--- config.mk ---
export PLATFORM = sky130hd
export DESIGN_NAME = bexkat1_ifetch_flat
export DESIGN_NICKNAME = d
export VERILOG_FILES = /design/src/rtl/bexkat1_ifetch_if.sv /design/src/rtl/bexkat1_ifetch.sv /design/src/flat_wrapper.sv
export SDC_FILE = /design/constraint.sdc
export NUM_CORES = 1
export LEC_CHECK = 0
export CELL_PAD_IN_SITES_DETAIL_PLACEMENT = 1
export CELL_PAD_IN_SITES_GLOBAL_PLACEMENT = 2
export CORE_UTILIZATION = 45
export CTS_BUF_LIST = sky130_fd_sc_hd__clkbuf_8
export DETAILED_ROUTE_END_ITERATION = 16
export GPL_ROUTABILITY_DRIVEN = 1
export PLACE_DENSITY = 0.87
export REMOVE_ABC_BUFFERS = 1
export SETUP_SLACK_MARGIN = 0.1
export SYNTH_ARGS = -nofsm -noshare
export SYNTH_HDL_FRONTEND = slang
export SYNTH_SLANG_ARGS = --single-unit
--- constraint.sdc ---
create_clock -name clk_i -period 7.2 [get_ports clk_i]
set_input_delay 1.08 -clock clk_i [delete_from_list [all_inputs] [get_ports clk_i]]
set_output_delay 1.08 -clock clk_i [all_outputs]
set_load 0.1 [all_outputs]
--- src/rtl/bexkat1_ifetch_if.sv ---
// Bus and instruction-side signal bundle for the bexkat1 prefetch unit.
// master = prefetch unit, slave = Wishbone slave plus control unit.
interface bexkat1_ifetch_if;
  logic [31:0] bus_adr_o;
  logic        bus_cyc_o;
  logic        bus_stb_o;
  logic        bus_we_o;
  logic [3:0]  bus_sel_o;
  logic [31:0] bus_dat_i;
  logic        bus_ack_i;
  logic        bus_stall_i;
  logic        ir_valid_o;
  logic [31:0] ir_o;
  logic [31:0] pc_o;
  logic        ir_ready_i;
  logic        flush_i;
  logic [31:0] flush_pc_i;

  modport master (
    output bus_adr_o, bus_cyc_o, bus_stb_o, bus_we_o, bus_sel_o,
    input  bus_dat_i, bus_ack_i, bus_stall_i,
    output ir_valid_o, ir_o, pc_o,
    input  ir_ready_i, flush_i, flush_pc_i
  );

  modport slave (
    input  bus_adr_o, bus_cyc_o, bus_stb_o, bus_we_o, bus_sel_o,
    output bus_dat_i, bus_ack_i, bus_stall_i,
    input  ir_valid_o, ir_o, pc_o,
    output ir_ready_i, flush_i, flush_pc_i
  );
endinterface

--- src/rtl/bexkat1_ifetch.sv ---
// bexkat1 instruction prefetch: sequential pipelined Wishbone reads into a
// small {pc, word} FIFO, with flush/redirect and draining of stale reads.
module bexkat1_ifetch #(
  parameter int unsigned DEPTH    = 4,
  parameter logic [31:0] RESET_PC = 32'h0000_0000
) (
  input logic              clk_i,
  input logic              rst_i,
  bexkat1_ifetch_if.master bus
);
  localparam int unsigned AW = $clog2(DEPTH);
  localparam int unsigned CW = AW + 1;
  localparam logic [CW:0] DEPTH_W = DEPTH[CW:0];

  localparam logic [0:0] S_IF_FETCH = 1'b0;
  localparam logic [0:0] S_IF_DRAIN = 1'b1;

  logic [0:0]    state_q, state_d;
  logic          run_q;
  logic [31:0]   fetch_pc_q, fetch_pc_d;
  logic [31:0]   ack_pc_q, ack_pc_d;
  logic [CW-1:0] count_q, count_d;
  logic [CW-1:0] outst_q, outst_d;
  logic [AW-1:0] rd_ptr_q, rd_ptr_d;
  logic [AW-1:0] wr_ptr_q, wr_ptr_d;
  logic [63:0]   mem_q [DEPTH];

  logic [CW:0]   occupancy;
  logic [31:0]   flush_pc;
  logic          credit, stb, accept, ack_ok, push, pop, valid;

  // Credit counts buffered plus in-flight words from registered state only,
  // so a word popped this cycle frees its slot one cycle later.
  always_comb begin
    flush_pc  = bus.flush_pc_i & 32'hFFFF_FFFC;
    occupancy = {1'b0, count_q} + {1'b0, outst_q};
    credit    = occupancy < DEPTH_W;
    valid     = count_q != '0;
    stb       = run_q && (state_q == S_IF_FETCH) && credit && !bus.flush_i;
    accept    = stb && !bus.bus_stall_i;
    ack_ok    = bus.bus_ack_i && (outst_q != '0);
    push      = ack_ok && (state_q == S_IF_FETCH) && !bus.flush_i;
    pop       = bus.ir_ready_i && valid && !bus.flush_i;
  end

  always_comb begin
    state_d    = state_q;
    fetch_pc_d = accept ? fetch_pc_q + 32'd4 : fetch_pc_q;
    ack_pc_d   = push ? ack_pc_q + 32'd4 : ack_pc_q;
    outst_d    = outst_q + CW'(accept) - CW'(ack_ok);
    count_d    = count_q + CW'(push) - CW'(pop);
    wr_ptr_d   = push ? wr_ptr_q + AW'(1) : wr_ptr_q;
    rd_ptr_d   = pop ? rd_ptr_q + AW'(1) : rd_ptr_q;

    if (state_q == S_IF_DRAIN && outst_d == '0) begin
      state_d = S_IF_FETCH;
    end

    // Flush wins over any same-cycle push or pop; reads still in flight
    // after this cycle's ack must be absorbed before fetching resumes.
    if (bus.flush_i) begin
      count_d    = '0;
      wr_ptr_d   = '0;
      rd_ptr_d   = '0;
      fetch_pc_d = flush_pc;
      ack_pc_d   = flush_pc;
      state_d    = (outst_d != '0) ? S_IF_DRAIN : S_IF_FETCH;
    end
  end

  always_ff @(posedge clk_i or posedge rst_i) begin
    if (rst_i) begin
      state_q    <= S_IF_FETCH;
      run_q      <= 1'b0;
      fetch_pc_q <= RESET_PC;
      ack_pc_q   <= RESET_PC;
      count_q    <= '0;
      outst_q    <= '0;
      wr_ptr_q   <= '0;
      rd_ptr_q   <= '0;
    end else begin
      state_q    <= state_d;
      run_q      <= 1'b1;
      fetch_pc_q <= fetch_pc_d;
      ack_pc_q   <= ack_pc_d;
      count_q    <= count_d;
      outst_q    <= outst_d;
      wr_ptr_q   <= wr_ptr_d;
      rd_ptr_q   <= rd_ptr_d;
    end
  end

  always_ff @(posedge clk_i) begin
    if (push) begin
      mem_q[wr_ptr_q] <= {ack_pc_q, bus.bus_dat_i};
    end
  end

  assign bus.bus_adr_o  = fetch_pc_q;
  assign bus.bus_stb_o  = stb;
  assign bus.bus_cyc_o  = stb || (outst_q != '0);
  assign bus.bus_we_o   = 1'b0;
  assign bus.bus_sel_o  = 4'hf;
  assign bus.ir_valid_o = valid;
  assign bus.ir_o       = valid ? mem_q[rd_ptr_q][31:0] : '0;
  assign bus.pc_o       = valid ? mem_q[rd_ptr_q][63:32] : '0;
endmodule

--- src/flat_wrapper.sv ---
// flat-port wrapper written by rule: the top's interface ports become plain ports
module bexkat1_ifetch_flat 
#(
  parameter int unsigned DEPTH    = 4,
  parameter logic [31:0] RESET_PC = 32'h0000_0000
)
  (clk_i, rst_i, bus_bus_adr_o, bus_bus_cyc_o, bus_bus_stb_o, bus_bus_we_o, bus_bus_sel_o, bus_bus_dat_i, bus_bus_ack_i, bus_bus_stall_i, bus_ir_valid_o, bus_ir_o, bus_pc_o, bus_ir_ready_i, bus_flush_i, bus_flush_pc_i);
  bexkat1_ifetch_if bus_i ();
  input logic clk_i;
  input logic rst_i;
  output wire logic [$bits(bus_i.bus_adr_o)-1:0] bus_bus_adr_o;
  output wire logic [$bits(bus_i.bus_cyc_o)-1:0] bus_bus_cyc_o;
  output wire logic [$bits(bus_i.bus_stb_o)-1:0] bus_bus_stb_o;
  output wire logic [$bits(bus_i.bus_we_o)-1:0] bus_bus_we_o;
  output wire logic [$bits(bus_i.bus_sel_o)-1:0] bus_bus_sel_o;
  input wire logic [$bits(bus_i.bus_dat_i)-1:0] bus_bus_dat_i;
  input wire logic [$bits(bus_i.bus_ack_i)-1:0] bus_bus_ack_i;
  input wire logic [$bits(bus_i.bus_stall_i)-1:0] bus_bus_stall_i;
  output wire logic [$bits(bus_i.ir_valid_o)-1:0] bus_ir_valid_o;
  output wire logic [$bits(bus_i.ir_o)-1:0] bus_ir_o;
  output wire logic [$bits(bus_i.pc_o)-1:0] bus_pc_o;
  input wire logic [$bits(bus_i.ir_ready_i)-1:0] bus_ir_ready_i;
  input wire logic [$bits(bus_i.flush_i)-1:0] bus_flush_i;
  input wire logic [$bits(bus_i.flush_pc_i)-1:0] bus_flush_pc_i;
  assign bus_bus_adr_o = bus_i.bus_adr_o;
  assign bus_bus_cyc_o = bus_i.bus_cyc_o;
  assign bus_bus_stb_o = bus_i.bus_stb_o;
  assign bus_bus_we_o = bus_i.bus_we_o;
  assign bus_bus_sel_o = bus_i.bus_sel_o;
  assign bus_i.bus_dat_i = bus_bus_dat_i;
  assign bus_i.bus_ack_i = bus_bus_ack_i;
  assign bus_i.bus_stall_i = bus_bus_stall_i;
  assign bus_ir_valid_o = bus_i.ir_valid_o;
  assign bus_ir_o = bus_i.ir_o;
  assign bus_pc_o = bus_i.pc_o;
  assign bus_i.ir_ready_i = bus_ir_ready_i;
  assign bus_i.flush_i = bus_flush_i;
  assign bus_i.flush_pc_i = bus_flush_pc_i;
  bexkat1_ifetch #(.DEPTH(DEPTH), .RESET_PC(RESET_PC)) u_core (.clk_i(clk_i), .rst_i(rst_i), .bus(bus_i));
endmodule
==> out/metrics.cfg, run 1 <==
[synthesis]
synth_area_leaders = edfxtp_1 (55%), dfrtp_1 (13%), mux4_2 (10%)
syn_area_um2 = 13600
seq_area_frac_synth = 0.682
synthArstFlopShare = 0.225
syn-mean-instance-area_um2 = 16.2
syn_inst = 837
synth-edff-count = 248
synth_seq_cells = 320
synth_top_area_share = 0.549
ys_warn_count = 0
yosysTopAreaCell = edfxtp_1
ys.flop_type = edfxtp_1
yosysUniqueCellTypes = 57

[power_and_ir_drop]
p_leak_nw = 5.68
seq_power_share = 0.364
peakVddDrop_v = 0.000195
p_per_area_nw_per_um2 = 377
intPower_mw = 3.63
sw_frac_of_total = 0.419
clkPwrFrac = 0.244
switchingPower_mw = 2.62
p_comb_frac = 0.392

[sta]
max_freq_mhz = 200
tns_ps = 0
setup_violations = 0
fin_crit_ps = 4990
rsz0062_at_grt = false
slew_viol_final = 0
tightestPinTransition_ps = 1070
slew_headroom = 0.283
fin_skew_ps = 14.5
fin_crit_sh = 0.693
worst_slack_ps = 2210
final_hold_viol_count = 0

[clocking]
htreeDepth = 2
cts.sinks = 320
cts_tree = done
root_buffer = clkbuf_8
cts-hold-fix-buffers = 0
clk_path_buf_depth = 3
clkLatencyLatePin_ps = 560
clk_pin_slew_ps = 70
cts_buffers = 51
cts_repair_resize_count = 0
post_cts_buffers = 0

[layout]
drive_above_1_share = 0.164
layout.nets = 1104
final_core_util = 0.560
layout_commonest_cell = edfxtp_1
syn2layout_area_growth_pct = 22.2
fin_cells = 1453
final_cell_mix = edfxtp_1 (248), clkdlybuf4s50_1 (161), dfrtp_1 (70)
diodes = 0

[worst_hold_path]
whs_endpoint = u_core.mem_q[2][53]
hold-path-cell-count = 0
hold_start = u_core.ack_pc_q[21]
hold_path_class = reg -> reg

[die]
core-area_um2 = 29600
initial_utilization = 0.458
io_pins = 174
rows = 63
dieArea_um2 = 30900
die_w_um = 176
fp.dieH_um = 176

[global_routing]
grt_use_met1 = 0.282
grtUsageTotal = 0.202
grt_first_pass_wirelength_um = 47900
grt_antenna_before_repair = 0
busiest_layer = met2
grt_max_degree = 73
grt.overflow.total = 0
grt_pass1_vias = 8454
gr-usage-met2 = 0.332
use_met3 = 0.0361

[detailed_routing]
wire_per_inst_um = 21.0
vias_per_cell = 5.45
firstDrtPassIters = 5
drt-total-wl_um = 30600
ant_nets = 0
num_vias = 7917
drtIter0Drc = 341
drc = 0

[placed_design]
port_buffers = 162
place_congestion = 0.786
placed_cells = 1357
hpwl_um = 19100
pre_cts_ws_ps = 2710

[worst_setup_path]
worst_ep_required_time_ps = 6120
cp_max_fo = 41
path_cells = buf_4 -> mux4_2 -> and2_1 -> clkdlybuf4s50_1
r2r_end = u_core.state_q
slowest_stage = clkdlybuf4s50_1
critPathMaxStageDelay_ps = 1010
rr_worst_depth = 9
crit_path_start_kind = register
cp.arrival_ps = 3910
reg2reg_slack_ps = 3900
cp-end-kind = output pin
worstReg2RegStart = u_core.outst_q[2]
path_class = reg -> out

[run]
cap_violations = 0

[outcome]
outcome = complete, no violations

## power by group through the flow
stage          Combinational [mW]  Sequential (mW)  Clock, mW
2_1_floorplan                1.76             2.42          0
3_3_place_gp                 2.45             2.31          0
3_5_place_dp                 2.47             2.32          0
4_1_cts                      2.48             2.28       1.57
5_1_grt                      2.56             2.30       1.64
6_report                     2.45             2.28       1.53
## worst max-delay path, delay by kind of cell, from the launching register on
family,cells,cell delay [ps]
buf+inv,2,1580
flops,1,980
simple gates,1,160
mux,1,560
## cell usage after synthesis, drive strengths merged, types with 2 or more instances
library cell and number:
nor2 18, conb 2, o21ai 23, a31oi 8
nor4 8, a41oi 2, xnor2 23, nand4 19
xor2 22, and4 10, fa 2, nand4b 2
or3 3, or4 2, o21a 3, a21oi 6
and3 12, o311ai 9, nand3 27, o211ai 5
mux4 62, nand2b 8, edfxtp 248, clkbuf 28
or2 2, buf 21, nand2 45, and2 67
dfrtp 72, nor3 9, mux2 14, nor2b 2
a21boi 8, ha 12, inv 17, o31a 4
## metal layers
| metal | wire length (um) | part of all wire |
|---|---|---|
| met4 | 445 | 0.015 |
| met3 | 1530 | 0.050 |
| met1 | 13700 | 0.45 |
| met2 | 14900 | 0.49 |
| met5 | 0 | 0 |
## registers in the layout (all words and copies together) (netlist names)
signal                cells
u_core.outst_q            3
u_core.bus.bus_adr_o     30
u_core.run_q              1
u_core.count_q            3
u_core.state_q            1
u_core.ack_pc_q          30
u_core.rd_ptr_q           2
u_core.wr_ptr_q           2
u_core.mem_q            248
## area by class of cell
type	count	area [um^2]
Fill cell	2841	13100
Sequential cell	320	9250
Multi-Input combinational cell	459	4060
Timing Repair Buffer	171	1680
Clock buffer	60	826
Tap cell	390	488
Clock inverter	36	205
Inverter	17	66.3
## cells by family after synthesis
kind of cell | count (synthesis) | share of synthesized area
xor gates and xnor gates | 45 | 0.0290
AOI/OAI and AO/OA | 75 | 0.0372
DFF | 320 | 0.682
and+or+nand+nor | 238 | 0.0994
muxes | 77 | 0.115
other | 2 | 0.000553
buffers and inverters | 66 | 0.0230
adders and majority gates | 14 | 0.0140
## through the flow
step           hold slack (ps)  cell area [um^2]  total power [mW]
6_report                   578             16600              6.26
5_1_grt                    602             16600              6.50
4_1_cts                    577             16600              6.33
3_5_place_dp               553             15600              4.79
3_3_place_gp               525             15600              4.76
2_1_floorplan              490             13400              4.18
## worst max-delay path by stage
stage	start	end	slack, ps	cells after the start
global route	u_core.rd_ptr_q[0]	bus_pc_o[16]	1930	4
global placement	u_core.rd_ptr_q[0]	bus_pc_o[19]	2730	4
detailed placement	u_core.rd_ptr_q[0]	bus_pc_o[16]	2710	4
finish	u_core.rd_ptr_q[0]	bus_pc_o[16]	2210	4
CTS	u_core.rd_ptr_q[0]	bus_pc_o[16]	2090	4
floorplan	u_core.rd_ptr_q[0]	bus_ir_o[0]	2360	2
Note: power is estimated with default switching activity, not from simulation.
==> run 2, diff against run 1 <==
CORE_UTILIZATION = 42   (was 45)
PLACE_DENSITY = 0.82   (was 0.87)
clock period = 5 ns   (was 7.2 ns; I/O delays follow)
==> run 2 against run 1 <==
Compared with the run above: non-clock buffer count rose by 4; clock-buffer cell count fell by 4; global-route usage fell by 0.61 points; clock power rose by 39%; via count rose by 0.20%; flip-flop and latch count did not move; die area rose by 7.1%; cell count rose by 1.6%.
==> out/metrics.cfg, run 2 (synthesized netlist as in run 1, its figures left out) <==
[global_routing]
grt_max_degree = 63  ; was 73
grtUsageTotal = 0.196  ; was 0.202
grt_first_pass_wirelength_um = 49500  ; was 47900 um
grt_pass1_vias = 8528  ; was 8454
grt.overflow.total = 0  ; unchanged
grt_antenna_before_repair = 0  ; unchanged

[die]
fp.dieH_um = 182  ; was 176 um
rows = 65  ; was 63
dieArea_um2 = 33000  ; was 30900 um^2
core-area_um2 = 31600  ; was 29600 um^2
io_pins = 174  ; unchanged
die_w_um = 182  ; was 176 um
initial_utilization = 0.429  ; was 0.458

[sta]
setup_violations = 0  ; unchanged
max_freq_mhz = 240
fin_crit_ps = 4170
final_hold_viol_count = 0  ; unchanged
tightestPinTransition_ps = 1060  ; was 1070 ps
worst_slack_ps = 826  ; was 2210 ps
rsz0062_at_grt = false  ; unchanged
slew_headroom = 0.291  ; was 0.283
slew_viol_final = 0  ; unchanged
fin_crit_sh = 0.835
fin_skew_ps = 17.2  ; was 14.5 ps
tns_ps = 0  ; unchanged

[placed_design]
hpwl_um = 19900  ; was 19100 um
pre_cts_ws_ps = 1310  ; was 2710 ps
port_buffers = 162  ; unchanged
place_area_um2 = 15600  ; about the same
placed_cells = 1373  ; was 1357
place_congestion = 0.766  ; was 0.786

[detailed_routing]
vias_per_cell = 5.37  ; was 5.45
drtIter0Drc = 458  ; was 341
drc = 0  ; unchanged
num_vias = 7933  ; was 7917
wire_per_inst_um = 21.5  ; was 21.0 um
drt-total-wl_um = 31700  ; was 30600 um
ant_nets = 0  ; unchanged
firstDrtPassIters = 5  ; unchanged

[power_and_ir_drop]
p_leak_nw = 5.68  ; about the same
p_per_area_nw_per_um2 = 541  ; was 377 nW/um^2
peakVddDrop_v = 0.000234  ; was 0.000195 V

[layout]
final_cell_mix = edfxtp_1 (248), clkdlybuf4s50_1 (154), dfrtp_1 (70)  ; was edfxtp_1 (248), clkdlybuf4s50_1 (161), dfrtp_1 (70)
fillers = 3022  ; was 2841
layout_commonest_cell = edfxtp_1  ; unchanged
drive_above_1_share = 0.165  ; was 0.164
top_register = u_core.mem_q  ; unchanged
layout.nets = 1112  ; was 1104
finalInstanceArea_um2 = 16600  ; about the same
fin_cells = 1476  ; was 1453
syn2layout_area_growth_pct = 22.3  ; was 22.2%
final_core_util = 0.525  ; was 0.560
diodes = 0  ; unchanged
largest_reg_flops = 248  ; unchanged

[clocking]
root_buffer = clkbuf_8  ; unchanged
cts_buffers = 55  ; was 51
clk_pin_slew_ps = 60  ; was 70 ps
cts_tree = done  ; unchanged
post_cts_buffers = 0  ; unchanged
cts_repair_resize_count = 0  ; unchanged
clkLatencyLatePin_ps = 570  ; was 560 ps
clk_path_buf_depth = 3  ; unchanged
cts-hold-fix-buffers = 0  ; unchanged
htreeDepth = 2  ; unchanged
cts.sinks = 320  ; unchanged

[worst_setup_path]
path_cells = buf_4 -> mux4_2 -> and2_1 -> clkdlybuf4s50_1  ; unchanged
slowest_stage = clkdlybuf4s50_1  ; unchanged
critPathMaxStageDelay_ps = 970  ; was 1010 ps
r2r_end = u_core.state_q  ; unchanged
cp_max_fo = 28  ; was 41
cp-end-kind = output pin  ; unchanged
worstReg2RegStart = u_core.outst_q[2]  ; unchanged
worst_ep_required_time_ps = 4250  ; was 6120 ps
reg2reg_slack_ps = 1770  ; was 3900 ps
path_class = reg -> out  ; unchanged
crit_path_start_kind = register  ; unchanged
cp.arrival_ps = 3420  ; was 3910 ps
rr_worst_depth = 9  ; unchanged

[worst_hold_path]
hold_path_class = reg -> reg  ; unchanged
hold-path-cell-count = 2  ; was 0
hold_start = u_core.wr_ptr_q[1]  ; was u_core.ack_pc_q[21]
whs_endpoint = u_core.wr_ptr_q[1]  ; was u_core.mem_q[2][53]

[run]
cap_violations = 0  ; unchanged

[outcome]
outcome = complete, no violations  ; unchanged

[run 2: changes by cell type in the layout (fill, tap and decap cells not counted), sizes merged]
| cell | delta |
|---|---|
| clkinv | +13 |
| inv | -1 |
| clkbuf | -4 |
| buf | +11 |
| bufinv | -1 |
| clkdlybuf4s50 | -7 |
[run 2: worst max-delay path, delay by kind of cell, from the launching register on]
kind          cells  cell delay [ps]
buf+inv           2             1330
mux               1              520
simple gates      1              180
flops             1              810
[run 2: how the worst max path moves through the flow]
stage | startpoint | slack (ps) | endpoint
2_1_floorplan | u_core.rd_ptr_q[0] | 490 | bus_ir_o[0]
3_3_place_gp | u_core.rd_ptr_q[0] | 1310 | bus_pc_o[11]
3_5_place_dp | u_core.rd_ptr_q[0] | 1310 | bus_pc_o[11]
4_1_cts | u_core.rd_ptr_q[0] | 670 | bus_pc_o[11]
5_1_grt | u_core.rd_ptr_q[0] | 600 | bus_ir_o[18]
6_report | u_core.rd_ptr_q[0] | 830 | bus_pc_o[11]
[run 2: per-stage QoR]
stage                     power (mW)  hold slack (ps)
after global placement          6.91              537
after CTS                       9.09              559
after global routing            9.33              598
final                           8.97              570
after detailed placement        6.95              564
after floorplan                 6.02              490
[run 2: routing by layer]
metal  part of all wire  global-route usage  vias to the layer above
met5                  0                   0                        -
met4              0.017              0.0525                        0
met3              0.047              0.0331                       46
met2               0.48               0.320                      213
met1               0.45               0.273                     4070
li1                   -                   -                     3604
[run 2: final cells by class]
cell class              instances  area, um^2  share of cell area
multi-input cells             459        4060               0.245
clock buffers                  56         771              0.0464
clock inverters                47         220              0.0133
repair buffers                175        1720               0.104
well taps                     402         503              0.0303
inverters                      17        66.3             0.00400
flip-flops and latches        320        9250               0.558
[run 2: power by group]
group          internal, mW  switching, mW  total [mW]
clock network          1.09           1.04        2.13
logic                  1.02           2.57        3.59
registers              3.03          0.218        3.25
